`src/rtl/bec_key_serializer.sv`:
```
// rtl/bec_key_serializer.sv - scalar key store and MSB-first bit serializer for the binary-Edwards core
//
// Holds the KEY_W-bit scalar k, written as 32-bit words, and presents it one
// bit at a time on ki (MSB first), advancing on each next_key pulse.
// With SKIP_LZ=1 the leading zero bits are consumed internally first, so the
// core's first bit is the most significant set bit of k.
//
// Ports:
//   wb_clk_i   clock, rising-edge
//   wb_rst_i   asynchronous active-high reset
//   wr_en      key word write strobe
//   wr_addr    key word index (0..WORDS-1)
//   wr_data    key word data
//   start      begin serialising the loaded key
//   abort      return to IDLE from any state
//   next_key   current bit consumed, advance
//   ki         current key bit
//   key_valid  ki holds a valid bit
//   key_last   ki is bit 0
//   bit_idx    index of the bit on ki
//   busy       SCAN or SHIFT in progress
//   done       one-cycle end-of-run pulse
//   zero_key   sticky: last run found k == 0
//   wr_err     sticky: dropped write (busy or bad address)
module bec_key_serializer #(
    parameter int KEY_W   = 163,
    parameter int WORDS   = 6,
    parameter bit SKIP_LZ = 1'b1
) (
    input  logic        wb_clk_i,
    input  logic        wb_rst_i,
    input  logic        wr_en,
    input  logic [2:0]  wr_addr,
    input  logic [31:0] wr_data,
    input  logic        start,
    input  logic        abort,
    input  logic        next_key,
    output logic        ki,
    output logic        key_valid,
    output logic        key_last,
    output logic [7:0]  bit_idx,
    output logic        busy,
    output logic        done,
    output logic        zero_key,
    output logic        wr_err
);

    typedef enum logic [1:0] {
        S_IDLE  = 2'd0,
        S_SCAN  = 2'd1,
        S_SHIFT = 2'd2,
        S_DONE  = 2'd3
    } state_t;

    state_t             r_state;
    logic [KEY_W-1:0]   r_key;
    logic [KEY_W-1:0]   r_shift;
    logic [7:0]         r_bit_idx;
    logic               r_done;
    logic               r_zero_key;
    logic               r_wr_err;

    logic               w_can_write;
    logic               w_addr_ok;
    logic               w_wr_ok;
    logic               w_wr_bad;

    assign w_can_write = (r_state == S_IDLE) || (r_state == S_DONE);
    assign w_addr_ok   = int'(wr_addr) < WORDS;
    assign w_wr_ok     = wr_en && w_can_write && w_addr_ok;
    assign w_wr_bad    = wr_en && !w_wr_ok;

    // Bit-wise word mapping: key bit i comes from word i/32, lane i%32.
    // Lanes beyond KEY_W in the top word simply have no destination.
    always_ff @(posedge wb_clk_i or posedge wb_rst_i) begin
        if (wb_rst_i) begin
            r_key <= '0;
        end else if (w_wr_ok) begin
            for (int i = 0; i < KEY_W; i++) begin
                if ((i / 32) == int'(wr_addr)) begin
                    r_key[i] <= wr_data[i % 32];
                end
            end
        end
    end

    always_ff @(posedge wb_clk_i or posedge wb_rst_i) begin
        if (wb_rst_i) begin
            r_state    <= S_IDLE;
            r_shift    <= '0;
            r_bit_idx  <= '0;
            r_done     <= 1'b0;
            r_zero_key <= 1'b0;
            r_wr_err   <= 1'b0;
        end else begin
            r_done <= 1'b0;
            if (abort) begin
                r_state <= S_IDLE;
            end else begin
                case (r_state)
                    S_IDLE, S_DONE: begin
                        if (start) begin
                            r_shift    <= r_key;
                            r_bit_idx  <= 8'(KEY_W - 1);
                            r_zero_key <= 1'b0;
                            r_wr_err   <= 1'b0;
                            r_state    <= SKIP_LZ ? S_SCAN : S_SHIFT;
                        end else begin
                            r_state <= S_IDLE;
                        end
                    end
                    S_SCAN: begin
                        if (r_shift[KEY_W-1]) begin
                            r_state <= S_SHIFT;
                        end else if (r_bit_idx == 8'd0) begin
                            r_state    <= S_DONE;
                            r_zero_key <= 1'b1;
                            r_done     <= 1'b1;
                        end else begin
                            r_shift   <= {r_shift[KEY_W-2:0], 1'b0};
                            r_bit_idx <= r_bit_idx - 8'd1;
                        end
                    end
                    S_SHIFT: begin
                        if (next_key) begin
                            if (r_bit_idx == 8'd0) begin
                                r_state <= S_DONE;
                                r_done  <= 1'b1;
                            end else begin
                                r_shift   <= {r_shift[KEY_W-2:0], 1'b0};
                                r_bit_idx <= r_bit_idx - 8'd1;
                            end
                        end
                    end
                    default: r_state <= S_IDLE;
                endcase
            end
            // A dropped write in the same cycle as start still flags.
            if (w_wr_bad) begin
                r_wr_err <= 1'b1;
            end
        end
    end

    // Decoded from registered state only, so reset clears them immediately.
    assign ki        = (r_state == S_SHIFT) && r_shift[KEY_W-1];
    assign key_valid = (r_state == S_SHIFT);
    assign key_last  = (r_state == S_SHIFT) && (r_bit_idx == 8'd0);
    assign busy      = (r_state == S_SCAN) || (r_state == S_SHIFT);
    assign bit_idx   = r_bit_idx;
    assign done      = r_done;
    assign zero_key  = r_zero_key;
    assign wr_err    = r_wr_err;

endmodule
```
`config.mk`:
```
export PLATFORM = sky130hd
export DESIGN_NAME = bec_key_serializer
export DESIGN_NICKNAME = d
export VERILOG_FILES = /design/src/rtl/bec_key_serializer.sv
export SDC_FILE = /design/constraint.sdc
export NUM_CORES = 1
export LEC_CHECK = 0
export CAP_MARGIN = 30
export CORE_UTILIZATION = 39
export DETAILED_ROUTE_END_ITERATION = 8
export REMOVE_ABC_BUFFERS = 1
export SETUP_SLACK_MARGIN = 0.1
export SLEW_MARGIN = 20
export SYNTH_ARGS = -nofsm -noshare
export SYNTH_HDL_FRONTEND = slang
export SYNTH_SLANG_ARGS = --single-unit
```
`constraint.sdc`:
```
create_clock -name wb_clk_i -period 12.31 [get_ports wb_clk_i]
set_input_delay 2.462 -clock wb_clk_i [delete_from_list [all_inputs] [get_ports wb_clk_i]]
set_output_delay 2.462 -clock wb_clk_i [all_outputs]
set_load 0.02 [all_outputs]
```
# Word level (Yosys, flattened, before mapping)
# Index checks and enable logic that the tools add are counted.
# word_totals
output_inout_bits	15
ff_bits	339
word_cells	87
input_bits	41
# op_classes
magnitude_cmp	1
muxes	29
bitwise_logic	1
add_sub_neg	1
n_reduce_logical	26
eq_ne	16
# ops
operator	n
2-to-1 mux 163 bit	5
case mux 163 bit (3 select lines)	1
2-to-1 mux 8 bit	4
case mux 8 bit (3 select lines)	1
== test 3 bit (first input constant)	4
inequality test 2 bit (second input constant)	6
AND reduction 2 bit	6
2-to-1 mux 1 bit	11
zero test 8 bit	1
2-to-1 mux 2 bit	4
AND reduction 4 bit	2
subtractor 8 x 1 -> 8 bit (second input constant)	1
case mux 2 bit (3 select lines)	1
AND reduction 6 bit	1
nonzero test 2 bit	3
logical AND 1 bit	5
AND reduction 5 bit	1
== test 2 bit (second input constant)	2
case mux 1 bit (2 select lines)	2
== test 2 x 3 -> 1 bit (first input constant)	1
zero test 3 bit	1
< comparator 3 bit (second input constant)	1
inequality test 3 bit (second input constant)	1
AND reduction 3 bit	1
other kinds (7)	8

# Logic depth before layout (Yosys ltp)
# Gate-level depths: netlist of the first run.
# logic_depth
word_depth	8
depth_mapped	10
depth_no_buf	6

# Worst setup path before layout of the first run
# OpenSTA, ideal clock, no wires.
# synth_timing
kind	register to output
startpoint	register r_bit_idx[1], in the netlist bit_idx[1]
endpoint	output key_last
path_stages_with_launch	5
t_required_ns	9.848
setup_slack_ns	8.330
arrival_time_ns	1.518
path_cell_list	dfrtp_1 > inv_1 > ha_1 > nor4b_1 > and3_1
# synth_via
elab_chain_cells	2
# synth_lines
item	line	source
start, declared	58	logic [7:0] r_bit_idx;
start signal, assigned	104	r_bit_idx <= 8'(KEY_W - 1);
start signal, assigned	121	r_bit_idx <= r_bit_idx - 8'd1;
start signal, assigned	131	r_bit_idx <= r_bit_idx - 8'd1;
zero test 8 bit	148	assign key_last = (r_state == S_SHIFT) && (r_bit_idx == 8'd0);
logical AND 1 bit	148	
end, declared	40	output logic key_last,
# Every way passes these cells.

# Worst setup path in the final report of the first run
# layout_timing
startpoint	register r_bit_idx[0], in the netlist bit_idx[0]
endpoint	output key_last
# Same word-level chain as after synthesis.

==> results of run 1 <==
[worst max-delay path by stage]
stage,slack [ns],to,from
2_1_floorplan,-2.75,r_shift[0],r_state[0]
3_3_place_gp,6.52,r_shift[111],next_key
3_5_place_dp,6.82,r_shift[87],next_key
4_1_cts,6.98,key_last,bit_idx[0]
5_1_grt,6.82,key_last,bit_idx[0]
6_report,7.02,key_last,bit_idx[0]
[area by class of cell]
class | count | share of cell area
Clock buffer | 57 | 0.0637
Clock inverter | 10 | 0.00603
Inverter | 171 | 0.0352
Multi-Input combinational cell | 741 | 0.355
Sequential cell | 339 | 0.459
Tap cell | 532 | 0.0361
Timing Repair Buffer | 77 | 0.0447
[flip-flops by register name (all words and copies together) (netlist names)]
name      cells
zero_key      1
wr_err        1
done          1
r_shift     163
bit_idx       8
r_key       163
r_state       2
[worst max-delay path, stage by stage, from the launching register on]
cell and delay, ns:
dfrtp_1 0.46, inv_1 0.09, ha_1 0.19, nor4b_1 0.63, and3_1 0.31, clkdlybuf4s50_1 0.62
[metrics by stage]
step	setup TNS (ns)	util	worst slack, ns	instances
3_5_place_dp	0	0.420	6.82	1858
4_1_cts	0	0.451	6.98	1925
2_1_floorplan	-446.19	-	-2.75	1251
3_3_place_gp	0	0.417	6.52	1854
6_report	0	0.452	7.02	1927
5_1_grt	0	0.452	6.82	1927
[cells by family (layout without fill, tap and decap cells)]
kind of cell / count (synthesis) / after routing / synth area share
flops: 339 / 339 / 0.526
mux: 328 / 328 / 0.216
buf+inv: 263 / 315 / 0.0720
fa+ha+maj: 3 / 3 / 0.00233
compound gates: 357 / 357 / 0.164
simple gates: 53 / 53 / 0.0200
[report_power, final]
part	internal, W	switching (W)	total [W]	leakage [nW]
logic	0.000485	0.000398	0.000883	3.27
clock network	0.000702	0.000455	0.00116	0.627
registers	0.00152	0.000304	0.00183	4.19
total	0.00271	0.00116	0.00386	8.08
[metal layers]
layer	up-vias	routed length, um	global-route usage
li1	4827	-	-
met1	5244	16900	0.237
met2	152	15500	0.264
met3	41	1310	0.0334
met4	0	584	0.0468
met5	-	0	0
[placed cells by master (no fill, tap or decap), types with 4 or more instances in the layout]
| cell type | instances |
|---|---|
| a21o_1 | 4 |
| a21oi_1 | 118 |
| a21oi_2 | 50 |
| a22o_1 | 161 |
| buf_12 | 4 |
| buf_4 | 15 |
| clkbuf_1 | 7 |
| clkbuf_16 | 41 |
| clkbuf_8 | 9 |
| clkdlybuf4s50_1 | 55 |
| clkinv_2 | 4 |
| dfrtp_1 | 339 |
| inv_1 | 169 |
| mux2_2 | 161 |
| mux2i_1 | 165 |
| nand2_1 | 10 |
| nor2_1 | 7 |
| nor4_1 | 6 |
| o21ai_0 | 6 |
==> results.py, run 1 <==
metrics = {
    "timing": {
        "drv_slew": 0,
        "maxSlewHeadroom": 0.337,
        "worst_slew_pin_slew_ns": 0.994,
        "clock_skew_ns": 0.0178,
        "fmax_mhz": 189,
        "finalHoldViolCount": 0,
        "rsz0062_at_grt": "false",
        "whs_ns": 0.501,
        "setup_viol": 0,
        "fin_crit_ns": 5.29,
        "period_share": 0.430,
    },
    "final_layout": {
        "multiInputGateArea_um2": 6550,
        "final_area_um2": 18500,
        "seq_area_um2": 8480,
        "drive_gt1_frac": 0.220,
        "diodes": 0,
        "area_delta_synth_final_pct": 14.5,
        "num-nets-final": 1412,
        "fillers": 3715,
    },
    "logic_synthesis": {
        "synth_largest_area_cell": "dfrtp_1",
        "ys_types": 47,
        "netlist.area_leader.share": 0.526,
        "synth_seq_cells": 339,
        "synth.top_cells.by_area": "dfrtp_1 (53%), mux2_2 (11%), mux2i_1 (10%)",
        "synth_top_flop_cell": "dfrtp_1",
        "yosysWarnings": 0,
        "synthCells": 1343,
        "synth_edf_count": 0,
        "synth_common_cells": "dfrtp_1 (339), inv_1 (170), mux2i_1 (165), a22o_1 (161), mux2_2 (161)",
        "synth.most_common_cell": "dfrtp_1",
        "synth.avg_cell_area_um2": 12.0,
        "async_reset_ff_frac": 1.00,
        "seq_area_frac_synth": 0.526,
        "syn-cell-area_um2": 16100,
    },
    "routing": {
        "drt-wirelength-per-cell_um": 17.8,
        "wirelength_um": 34300,
        "drc": 0,
        "drt_pass1_iterations": 4,
        "drtIter0Drc": 566,
        "viasPerCell": 5.33,
        "ant_nets": 0,
        "vias": 10300,
    },
    "worst_setup_path": {
        "criticalPathCategory": "reg2out",
        "worstPathArrival_ns": 2.83,
        "startpoint_type": "flop",
        "crit_required_ns": 9.85,
        "end_kind": "output pin",
        "regToRegEndpoint": "r_shift[79]",
        "reg2reg_depth": 8,
        "regToRegSetupSlack_ns": 8.39,
        "critPathMaxFanout": 7,
        "r2r-start": "r_state[1]",
    },
    "power": {
        "irDropWorstVdd_mv": 0.0863,
        "p_per_area_nw_per_um2": 209,
        "power_w": 0.00386,
        "leakagePower_nw": 8.08,
    },
    "floorplanning": {
        "ioPinCount": 56,
        "fp.dieH_um": 205,
        "die-area_um2": 42200,
        "initial_utilization": 0.395,
        "fp.dieW_um": 205,
        "core_area_um2": 40800,
        "core.rowCount": 74,
    },
    "grt": {
        "antenna_found_initial": 0,
        "grt_pass1_vias": 10500,
        "grt_pass1_wl_um": 57100,
        "grt_max_degree": 175,
        "grt_usage": 0.169,
        "grt_overflow": 0,
    },
    "min_path": {
        "min-delay-start": "r_key[56]",
        "hold_class": "reg2reg",
        "whs_path_depth": 1,
        "hold_end": "r_key[56]",
    },
    "clock_tree": {
        "h-tree-depth": 2,
        "cts_tree": "built",
        "cts_inserted_buffers": 38,
        "clk_pin_slew_ns": 0.06,
        "cts.path.max_buffers": 3,
        "clockRootBuffer": "clkbuf_16",
        "clock_latency_ns": 0.54,
        "ctsHoldBuffers": 0,
        "cts_setup_buffers": 0,
        "cts_resized": 0,
        "cts_sinks": 339,
    },
    "placed_design": {
        "place_area_um2": 17100,
        "gp_congestion": 0.771,
        "io_buffers": 55,
        "place_hpwl_um": 18400,
    },
    "run_status": {
        "status": "complete, no violations",
    },
    "flow_run": {
        "cap_violations": 0,
    },
}
(Power assumes the default switching activity.)
==> inputs of run 2 (changes only) <==
- clock period: 12.31 -> 4.9 ns (I/O delays scaled with it)
==> run 2 against run 1 <==
Effect of this change: sequential power increased to 2.5 times the previous value; register-to-register slack got worse by 6.9 ns; flip-flop and latch count unchanged; hold slack worse by 0.013 ns; non-clock buffer count up 2; clock skew grew 0.011 ns; via count is 1.1% higher; combinational power rose to 2.5 times the previous value; final area rose by 0.28%; critical endpoint unchanged; largest power group unchanged; highest routed layer unchanged.
==> results.py, run 2 (same netlist as run 1, synthesis figures left out) <==
metrics = {
    "power": {
        "switchingPower_w": 0.00290,
        "leakagePower_nw": 8.12,
        "combPwrFrac": 0.227,
        "swShare": 0.297,
        "p_per_area_nw_per_um2": 527,
        "p_int_w": 0.00686,
        "irDropWorstVdd_mv": 0.243,
        "power.clock.fraction": 0.304,
        "power.share.sequential": 0.469,
    },
    "clock_tree": {
        "ctsHoldBuffers": 0,
        "cts_setup_buffers": 0,
        "h-tree-depth": 2,
        "clockRootBuffer": "clkbuf_16",
        "clock_latency_ns": 0.54,
        "cts_tree": "built",
        "cts_resized": 0,
        "clk_pin_slew_ns": 0.06,
        "cts_inserted_buffers": 38,
        "cts.path.max_buffers": 3,
        "cts_sinks": 339,
    },
    "floorplanning": {
        "fp.dieW_um": 205,
        "core_area_um2": 40800,
        "fp.dieH_um": 205,
        "ioPinCount": 56,
        "die-area_um2": 42200,
        "core.rowCount": 74,
        "initial_utilization": 0.395,
    },
    "worst_setup_path": {
        "worstPathArrival_ns": 2.74,
        "reg2reg_depth": 6,
        "crit_required_ns": 3.92,
        "startpoint_type": "flop",
        "critPathMaxFanout": 4,
        "criticalPathCategory": "reg2out",
        "end_kind": "output pin",
    },
    "run_status": {
        "status": "complete, no violations",
    },
    "grt": {
        "grt_usage": 0.168,
        "grt_pass1_vias": 10600,
        "grt_pass1_wl_um": 57600,
        "antenna_found_initial": 0,
        "grt_max_degree": 121,
        "grt_overflow": 0,
    },
    "placed_design": {
        "gp_congestion": 0.768,
        "place_hpwl_um": 19100,
        "dp.cells": 1862,
        "io_buffers": 55,
    },
    "final_layout": {
        "final_common_cell": "dfrtp_1",
        "area_delta_synth_final_pct": 14.8,
        "final_cell_mix": "dfrtp_1 (339), inv_1 (169), mux2i_1 (165)",
        "final_cells": 1929,
        "diodes": 0,
        "drive_gt1_frac": 0.222,
        "num-nets-final": 1414,
    },
    "routing": {
        "drt-wirelength-per-cell_um": 17.7,
        "vias": 10400,
        "drc": 0,
        "ant_nets": 0,
        "viasPerCell": 5.38,
        "drt_pass1_iterations": 4,
        "drtIter0Drc": 736,
        "wirelength_um": 34200,
    },
    "timing": {
        "setup_viol": 0,
        "worst_slew_pin_slew_ns": 0.983,
        "finalHoldViolCount": 0,
        "fmax_mhz": 269,
        "rsz0062_at_grt": "false",
        "maxSlewHeadroom": 0.345,
        "fin_crit_ns": 3.72,
        "whs_ns": 0.488,
        "clock_skew_ns": 0.0283,
        "period_share": 0.759,
        "drv_slew": 0,
    },
    "min_path": {
        "whs_path_depth": 1,
        "hold_class": "reg2reg",
    },
    "flow_run": {
        "cap_violations": 0,
    },
}
-- run 2: through the flow --
stage               TNS (ns)  worst slack [ns]  utilization  cell area, um^2  power [W]
floorplan           -3664.89            -10.16            -            15600    0.00642
global placement           0              1.44        0.419            17100    0.00674
detailed placement         0              1.37        0.421            17200    0.00685
CTS                        0              1.17        0.453            18500    0.00987
global route               0              1.03        0.453            18500     0.0104
finish                     0              1.18        0.453            18500    0.00976
-- run 2: area by class of cell --
cell class | count | area, um^2
inverter | 171 | 649
sequential | 339 | 8480
tap | 532 | 666
clock buffer | 55 | 1140
multi-input combinational | 741 | 6550
clock inverter | 12 | 183
fill | 3718 | 22300
timing repair buffer | 79 | 846
-- run 2: power by group through the flow --
stage          sequential (W)  clock (W)  combinational, W
4_1_cts               0.00457    0.00305           0.00225
6_report              0.00458    0.00296           0.00222
5_1_grt               0.00472    0.00316           0.00251
3_5_place_dp          0.00461          0           0.00224
3_3_place_gp          0.00457          0           0.00218
2_1_floorplan         0.00446          0           0.00196
-- run 2: worst max-delay path, stage by stage (launching register included) --
cell and delay, ns:
dfrtp_1 0.42, inv_1 0.12, ha_1 0.20, nor4b_1 0.53
and3_1 0.32, clkdlybuf4s50_1 0.62
-- run 2: routing by layer --
metal / up-vias / track usage / wire length, um / share of wire
li1: 4829 / - / - / -
met4: 0 / 0.0450 / 651 / 0.019
met5: - / 0 / 0 / 0
met1: 5352 / 0.243 / 16900 / 0.50
met3: 39 / 0.0236 / 1140 / 0.033
met2: 155 / 0.264 / 15400 / 0.45
-- run 2: final timing paths --
check	startpoint	end	slack [ns]
max	bit_idx[1]	key_last	1.18
min	r_key[55]	r_key[55]	0.49
max reg2reg	r_state[1]	r_key[143]	1.49
min reg2reg	r_key[55]	r_key[55]	0.49
max in group asynchronous	wb_rst_i	r_shift[95]	2.86
min in group asynchronous	wb_rst_i	r_shift[123]	1.01
==> inputs of run 3 (changes only) <==
- clock period: 4.9 -> 3.7 ns (I/O delays scaled with it)
==> run 3 against run 2 <==
Effect of this change: non-clock buffer count did not move; utilization hardly changed; final area barely moved; clock skew fell by 0.015 ns; critical path depth unchanged; cell count hardly changed; power rose by 30%; via count shrank 0.87%; global-route usage down 0.25 points; register-to-register slack worse by 0.46 ns; clock-buffer cell count up 5.
==> results.py, run 3 (same netlist as run 1, synthesis figures left out) <==
metrics = {
    "placed_design": {
        "place_area_um2": 17300,
        "post-place-ws_ns": 0.750,
        "gp_congestion": 0.792,
        "io_buffers": 55,
        "place_hpwl_um": 18700,
    },
    "min_path": {
        "hold_class": "reg2reg",
    },
    "routing": {
        "ant_nets": 0,
        "drtIter0Drc": 607,
        "viasPerCell": 5.33,
        "drc": 0,
        "drt_pass1_iterations": 5,
        "drt-wirelength-per-cell_um": 17.6,
        "wirelength_um": 34000,
        "vias": 10300,
    },
    "floorplanning": {
        "core.rowCount": 74,
        "initial_utilization": 0.395,
        "core_area_um2": 40800,
        "die-area_um2": 42200,
        "fp.dieW_um": 205,
        "ioPinCount": 56,
        "fp.dieH_um": 205,
    },
    "timing": {
        "period_share": 0.926,
        "fmax_mhz": 292,
        "clock_skew_ns": 0.0138,
        "whs_ns": 0.497,
        "maxSlewHeadroom": 0.483,
        "drv_slew": 0,
        "setup_viol": 0,
        "finalHoldViolCount": 0,
        "fin_crit_ns": 3.43,
        "worst_slew_pin_slew_ns": 0.776,
        "tns_ns": 0,
        "layout_setup_ws_ns": 0.274,
        "rsz0062_at_grt": "false",
    },
    "worst_setup_path": {
        "critPathMaxFanout": 7,
        "criticalPathCategory": "reg2out",
        "worstPathArrival_ns": 2.69,
        "startpoint_type": "flop",
        "crit_required_ns": 2.96,
        "regToRegSetupSlack_ns": 1.03,
        "end_kind": "output pin",
    },
    "clock_tree": {
        "cts_sinks": 339,
        "cts_tree": "built",
        "clk_pin_slew_ns": 0.06,
        "ctsHoldBuffers": 0,
        "cts_resized": 0,
        "clockRootBuffer": "clkbuf_16",
        "cts_inserted_buffers": 38,
        "h-tree-depth": 2,
        "cts.path.max_buffers": 3,
        "cts_setup_buffers": 0,
        "clock_latency_ns": 0.52,
    },
    "flow_run": {
        "cap_violations": 0,
    },
    "grt": {
        "grt_usage": 0.166,
        "grt_max_degree": 146,
        "grt_pass1_vias": 10500,
        "grt_pass1_wl_um": 56800,
        "antenna_found_initial": 0,
        "grt_overflow": 0,
    },
    "final_layout": {
        "drive_gt1_frac": 0.218,
        "final_cell_mix": "dfrtp_1 (339), inv_1 (169), mux2i_1 (165)",
        "final_util": 0.453,
        "fillers": 3708,
        "num-nets-final": 1414,
        "area_delta_synth_final_pct": 14.8,
        "final_common_cell": "dfrtp_1",
        "final_area_um2": 18500,
        "diodes": 0,
    },
    "power": {
        "leakagePower_nw": 8.10,
        "irDropWorstVdd_mv": 0.289,
        "p_per_area_nw_per_um2": 687,
    },
    "run_status": {
        "status": "complete, no violations",
    },
}
[run 3: cell count changes in the layout (fill, tap and decap cells not counted)]
cell,delta
clkinvlp_4,+1
clkbuf_8,-2
buf_4,-8
clkbuf_16,+2
buf_16,-2
clkbuf_1,+5
bufinv_16,-3
buf_12,+10
clkinv_2,-2
clkinv_8,-2
[run 3: worst paths after layout]
path,cells past startpoint,start,to
worst max-delay path,5,bit_idx[0],key_last
worst min-delay path,1,r_key[56],r_key[56]
worst max register to register,6,r_state[1],r_shift[36]
worst min register to register,1,r_key[56],r_key[56]
max in group asynchronous,4,wb_rst_i,r_shift[34]
min in group asynchronous,2,wb_rst_i,bit_idx[7]
[run 3: power by group]
part	total, W	leakage [nW]	internal (W)	switching [W]
combinational	0.00297	3.30	0.00163	0.00134
sequential	0.00606	4.19	0.00506	0.000993
clock	0.00370	0.606	0.00225	0.00146
[run 3: worst max-delay path, stage by stage, from the launching register on]
cell             delay [ns]
dfrtp_1                0.44
inv_1                  0.08
ha_1                   0.20
nor4b_1                0.54
and3_1                 0.29
clkdlybuf4s50_1        0.62
[run 3: metal layers]
layer | part of all wire | GRT usage
met1 | 0.49 | 0.231
met2 | 0.46 | 0.269
met3 | 0.032 | 0.0268
met4 | 0.017 | 0.0418
met5 | 0 | 0
[run 3: through the flow]
| stage | std cells | total power [W] |
|---|---|---|
| 2_1_floorplan | 1251 | 0.00850 |
| 3_3_place_gp | 1862 | 0.00896 |
| 3_5_place_dp | 1862 | 0.00908 |
| 4_1_cts | 1928 | 0.0129 |
| 5_1_grt | 1928 | 0.0135 |
| 6_report | 1928 | 0.0127 |
[run 3: area by class of cell]
type	count	area, um^2	area share
clock buffer	60	1180	0.0636
clock inverter	6	57.6	0.00311
inverter	171	649	0.0351
multi-input combinational	741	6550	0.354
sequential	339	8480	0.458
tap	532	666	0.0359
timing repair buffer	79	931	0.0503
==> RTL edit 1 (flow settings as in run 3) <==
`SKIP_LZ`: 1'b1 -> 1'b0.
--- a/src/rtl/bec_key_serializer.sv
+++ b/src/rtl/bec_key_serializer.sv
@@ -27,3 +27,3 @@
     parameter int WORDS   = 6,
-    parameter bit SKIP_LZ = 1'b1
+    parameter bit SKIP_LZ = 1'b0
 ) (
Behaviour: not the same (Yosys sat finds a counterexample within 4 cycles, from zero or initial values and one cycle with wb_rst_i high).
==> RTL edit 1 against run 3 <==
Clock power up 3%; setup slack better by 0.15 ns; wire length up 0.58%; design area down 1.0%; final cell count down 0.52%; sequential cell count unchanged; area after synthesis down 1.8%; power down 1.9%; critical path type unchanged; critical endpoint unchanged; largest power group unchanged.
==> RTL edit 1: results (changes against run 3) <==
Leakage power - 0.008130 uW (was 0.008099 uW)
Synth Area in Compound Gates - 15.47% (was 16.35%)
Num CTS Buffers - 37 (was 38)
Register area share after synthesis - 53.57% (was 52.59%)
Gr usage total - 16.69% (was 16.59%)
Most frequent cells after synthesis - dfrtp_1, inv_1, a21oi_1, mux2i_1, a22o_1 (was dfrtp_1, inv_1, mux2i_1, a22o_1, mux2_2)
Largest net degree at the start of global routing - 107 (was 146)
Area of placed instances - 17040 um^2 (was 17280 um^2)
1st-pass router iterations - 5 (unchanged)
Setup Skew - 0.01632 ns (was 0.01383 ns)
FF-to-FF End - r_shift[46]$_DFFE_PP0P_ (was r_shift[36]$_DFFE_PP0P_)
Via/cell ratio - 5.352 (was 5.335)
Syn Area/Cell - 11.84 um^2 (was 12.01 um^2)
Filler cell count - 3606 (was 3708)
Arrival time at the worst endpoint - 2.54 ns (was 2.69 ns)
Slew HR - 41.93% (was 48.26%)
Placed cells - 1852 (was 1862)
Routability Congestion - 0.7540 (was 0.7920)
Status - finished, final reports clean (unchanged)
R2R setup slack - 1.21 ns (was 1.03 ns)
P per Cell Area - 681.0 nW/um^2 (was 687.3 nW/um^2)
Dpl hpwl - 19650 um (was 18730 um)
WL final - 34190 um (was 33990 um)
Peak VDD IR - 0.3344 mV (was 0.2889 mV)
Place WS - 0.8509 ns (was 0.7501 ns)
FF-to-FF path depth - 7 (was 6)
Hold endpoint - r_key[48]$_DFFE_PP0P_ (was r_key[56]$_DFFE_PP0P_)
Netlist cell types - 45 (was 47)
Period Utilization, post-route - 88.62% (was 92.61%)
Multiplexer share of the synthesized area - 21.96% (was 21.62%)
Synth top area cells - dfrtp_1, mux2_2, mux2i_1 (unchanged)
Number of global-route vias before repair - 10360 (was 10540)
First-pass GRT wire length - 56140 um (was 56810 um)
Largest delay share family, worst path - buffers and inverters (was simple AND/OR/NAND/NOR gates)
Fin nets - 1411 (was 1414)
Synth Area in Adders - 0.2370% (was 0.2327%)
Critical Path Fanout Max - 7 (unchanged)
Hold_ws - 0.4926 ns (was 0.4970 ns)
==> RTL edit 1: changes by cell type after synthesis, moves of 9 or more <==
cell,before,now
buf_6,19,9
mux2_2,161,151
mux2_1,2,12
a21oi_1,119,168
clkbuf_1,42,51
a21oi_2,50,0
==> RTL edit 1: cell families after synthesis <==
family          after synthesis
compound gates              355
flops                       339
mux                         327
buf+inv                     262
simple gates                 51
fa+ha+maj                     3
==> RTL edit 1: area by class of cell <==
class	count	area share, %
repair buffers	82	5.243
flip-flops and latches	339	46.29
multi-input cells	736	34.47
well taps	525	3.584
clock buffers	49	5.680
clock inverters	16	1.188
inverters	171	3.543
==> RTL edit 1: layer usage <==
metal  vias up  GRT usage, %  share of wire, %
met5         -             0                 0
met4         0         3.894               1.5
met3        39         2.509               3.2
met2       153         27.07                47
met1      5260         23.50                48
li1       4814             -                 -
==> RTL edit 1: where the power goes <==
part	total, uW	switching [uW]	internal, uW
combinational	2730	1210	1520
sequential	5940	934	5010
clock	3810	1480	2330
total	12500	3620	8860
==> RTL edit 2 (config.mk and constraints of run 3) <==
Made on the original files. Put a register stage on the outputs `ki`, `key_valid`, `key_last` and `busy`. The values now appear one clock later. The other outputs are not delayed to match.
--- a/src/rtl/bec_key_serializer.sv
+++ b/src/rtl/bec_key_serializer.sv
@@ -145,6 +145,8 @@
     // Decoded from registered state only, so reset clears them immediately.
-    assign ki        = (r_state == S_SHIFT) && r_shift[KEY_W-1];
-    assign key_valid = (r_state == S_SHIFT);
-    assign key_last  = (r_state == S_SHIFT) && (r_bit_idx == 8'd0);
-    assign busy      = (r_state == S_SCAN) || (r_state == S_SHIFT);
+    always_ff @(posedge wb_clk_i) begin
+        ki        <= (r_state == S_SHIFT) && r_shift[KEY_W-1];
+        key_valid <= (r_state == S_SHIFT);
+        key_last  <= (r_state == S_SHIFT) && (r_bit_idx == 8'd0);
+        busy      <= (r_state == S_SCAN) || (r_state == S_SHIFT);
+    end
     assign bit_idx   = r_bit_idx;
Check against the original RTL: not equivalent (a bounded check fails within 4 cycles, from zero or initial values and one cycle with wb_rst_i high).
==> RTL edit 2 against run 3 <==
Sequential cell count increased by 4; design area down 9.7%; clock skew hardly changed; power down 11%; setup slack better by 0.68 ns; wire length decreased by 1.8%; non-clock buffer count is 6 higher; die area fell by 11%; synthesized cell count decreased by 11%; area after synthesis fell by 11%; register-to-register slack lost 0.08 ns; first-iteration DRC count is 31% higher.
==> RTL edit 2: results (changes against run 3) <==
Placed cells - 1640 (was 1862)
Gr usage total - 17.78% (was 16.59%)
Leakage power - 0.006839 uW (was 0.008099 uW)
Peak VDD IR - 0.3280 mV (was 0.2889 mV)
Maximum clock insertion buffer count - 3 (unchanged)
Global-route track usage on met3 - 2.592% (was 2.677%)
Fin nets - 1255 (was 1414)
Status - finished, final reports clean (unchanged)
CP max-delay cell - a221oi_4 (was clkdlybuf4s50_1)
Slew @ Worst Pin - 0.9959 ns (was 0.7761 ns)
Slowest cell delay on critical path - 0.89 ns (was 0.62 ns)
Setup Skew - 0.01353 ns (was 0.01383 ns)
Register area share after synthesis - 59.43% (was 52.59%)
Dpl hpwl - 17690 um (was 18730 um)
Most frequent cells after synthesis - dfrtp_1, a21oi_1, a22oi_1, mux2_1, mux2_2 (was dfrtp_1, inv_1, mux2i_1, a22o_1, mux2_2)
DRT iter0 DRCs - 793 (was 607)
Netlist cell types - 46 (was 47)
Synth top area cells - dfrtp_1, a21oi_1, a22oi_1 (was dfrtp_1, mux2_2, mux2i_1)
WL final - 33370 um (was 33990 um)
Via/cell ratio - 5.832 (was 5.335)
Share of cells above drive strength 1 - 14.94% (was 21.78%)
Critical Path Fanout Max - 19 (was 7)
Routability Congestion - 0.8021 (was 0.7920)
Number of global-route vias before repair - 10200 (was 10540)
First-pass GRT wire length - 55410 um (was 56810 um)
Area of placed instances - 15480 um^2 (was 17280 um^2)
Via count - 9949 (was 10290)
Syn Area/Cell - 12.03 um^2 (was 12.01 um^2)
Arrival time at the worst endpoint - 3.19 ns (was 2.69 ns)
Place WS - 0.6409 ns (was 0.7501 ns)
Num CTS Buffers - 37 (was 38)
Fraction of registers with async set/reset - 98.83% (was 100.0%)
Met1 usage - 25.33% (was 23.13%)
Largest net degree at the start of global routing - 178 (was 146)
[RTL edit 2: cell count changes after synthesis, sizes merged, moves of 8 or more]
cell,delta
a21oi,+164
buf,-8
inv,-162
clkbuf,+27
a22o,-160
a22oi,+161
mux2i,-162
[RTL edit 2: where the power goes]
group          internal (uW)  switching [uW]
sequential              4850             622
clock                   2250            1490
combinational           1070            1070
total                   8170            3170
[RTL edit 2: worst paths after layout]
check	to	slack [ns]	from	cells past startpoint
min reg2reg	r_key[83]$_DFFE_PP0P_	0.48	r_key[83]$_DFFE_PP0P_	1
max reg2reg	r_shift[32]$_DFFE_PP0P_	0.95	r_state[1]$_DFFE_PP0P_	7
min	r_key[83]$_DFFE_PP0P_	0.48	r_key[83]$_DFFE_PP0P_	1
max	r_shift[32]$_DFFE_PP0P_	0.95	r_state[1]$_DFFE_PP0P_	7
max in group asynchronous	r_key[19]$_DFFE_PP0P_	2.10	wb_rst_i	3
min in group asynchronous	r_shift[38]$_DFFE_PP0P_	0.74	wb_rst_i	2
[RTL edit 2: cell families after synthesis]
family	Yosys count	share of synthesized area [%]
compound gates	519	21.37
flops	343	59.43
mux	168	13.10
buf+inv	119	3.829
simple gates	46	2.014
fa+ha+maj	3	0.2605
[RTL edit 2: cell type report]
cell class	instances	area, um^2
fill	3347	19810
sequential	343	8563
multi-input combinational	736	5358
clock buffer	52	1082
timing repair buffer	85	938.4
tap	468	585.6
clock inverter	14	152.6
inverter	8	37.54
[RTL edit 2: worst max-delay path: cells and delay by family, from the launching register on]
family	cells	cell delay, ns
flops	1	0.42
compound gates	3	1.21
buf+inv	2	0.49
simple gates	1	0.22
fa+ha+maj	1	0.32
[RTL edit 2: metal layers]
metal  vias up  share of wire (%)
met5         -                  0
met4         0                1.4
met3        39                3.0
met2       182                 47
met1      5226                 48
li1       4502                  -
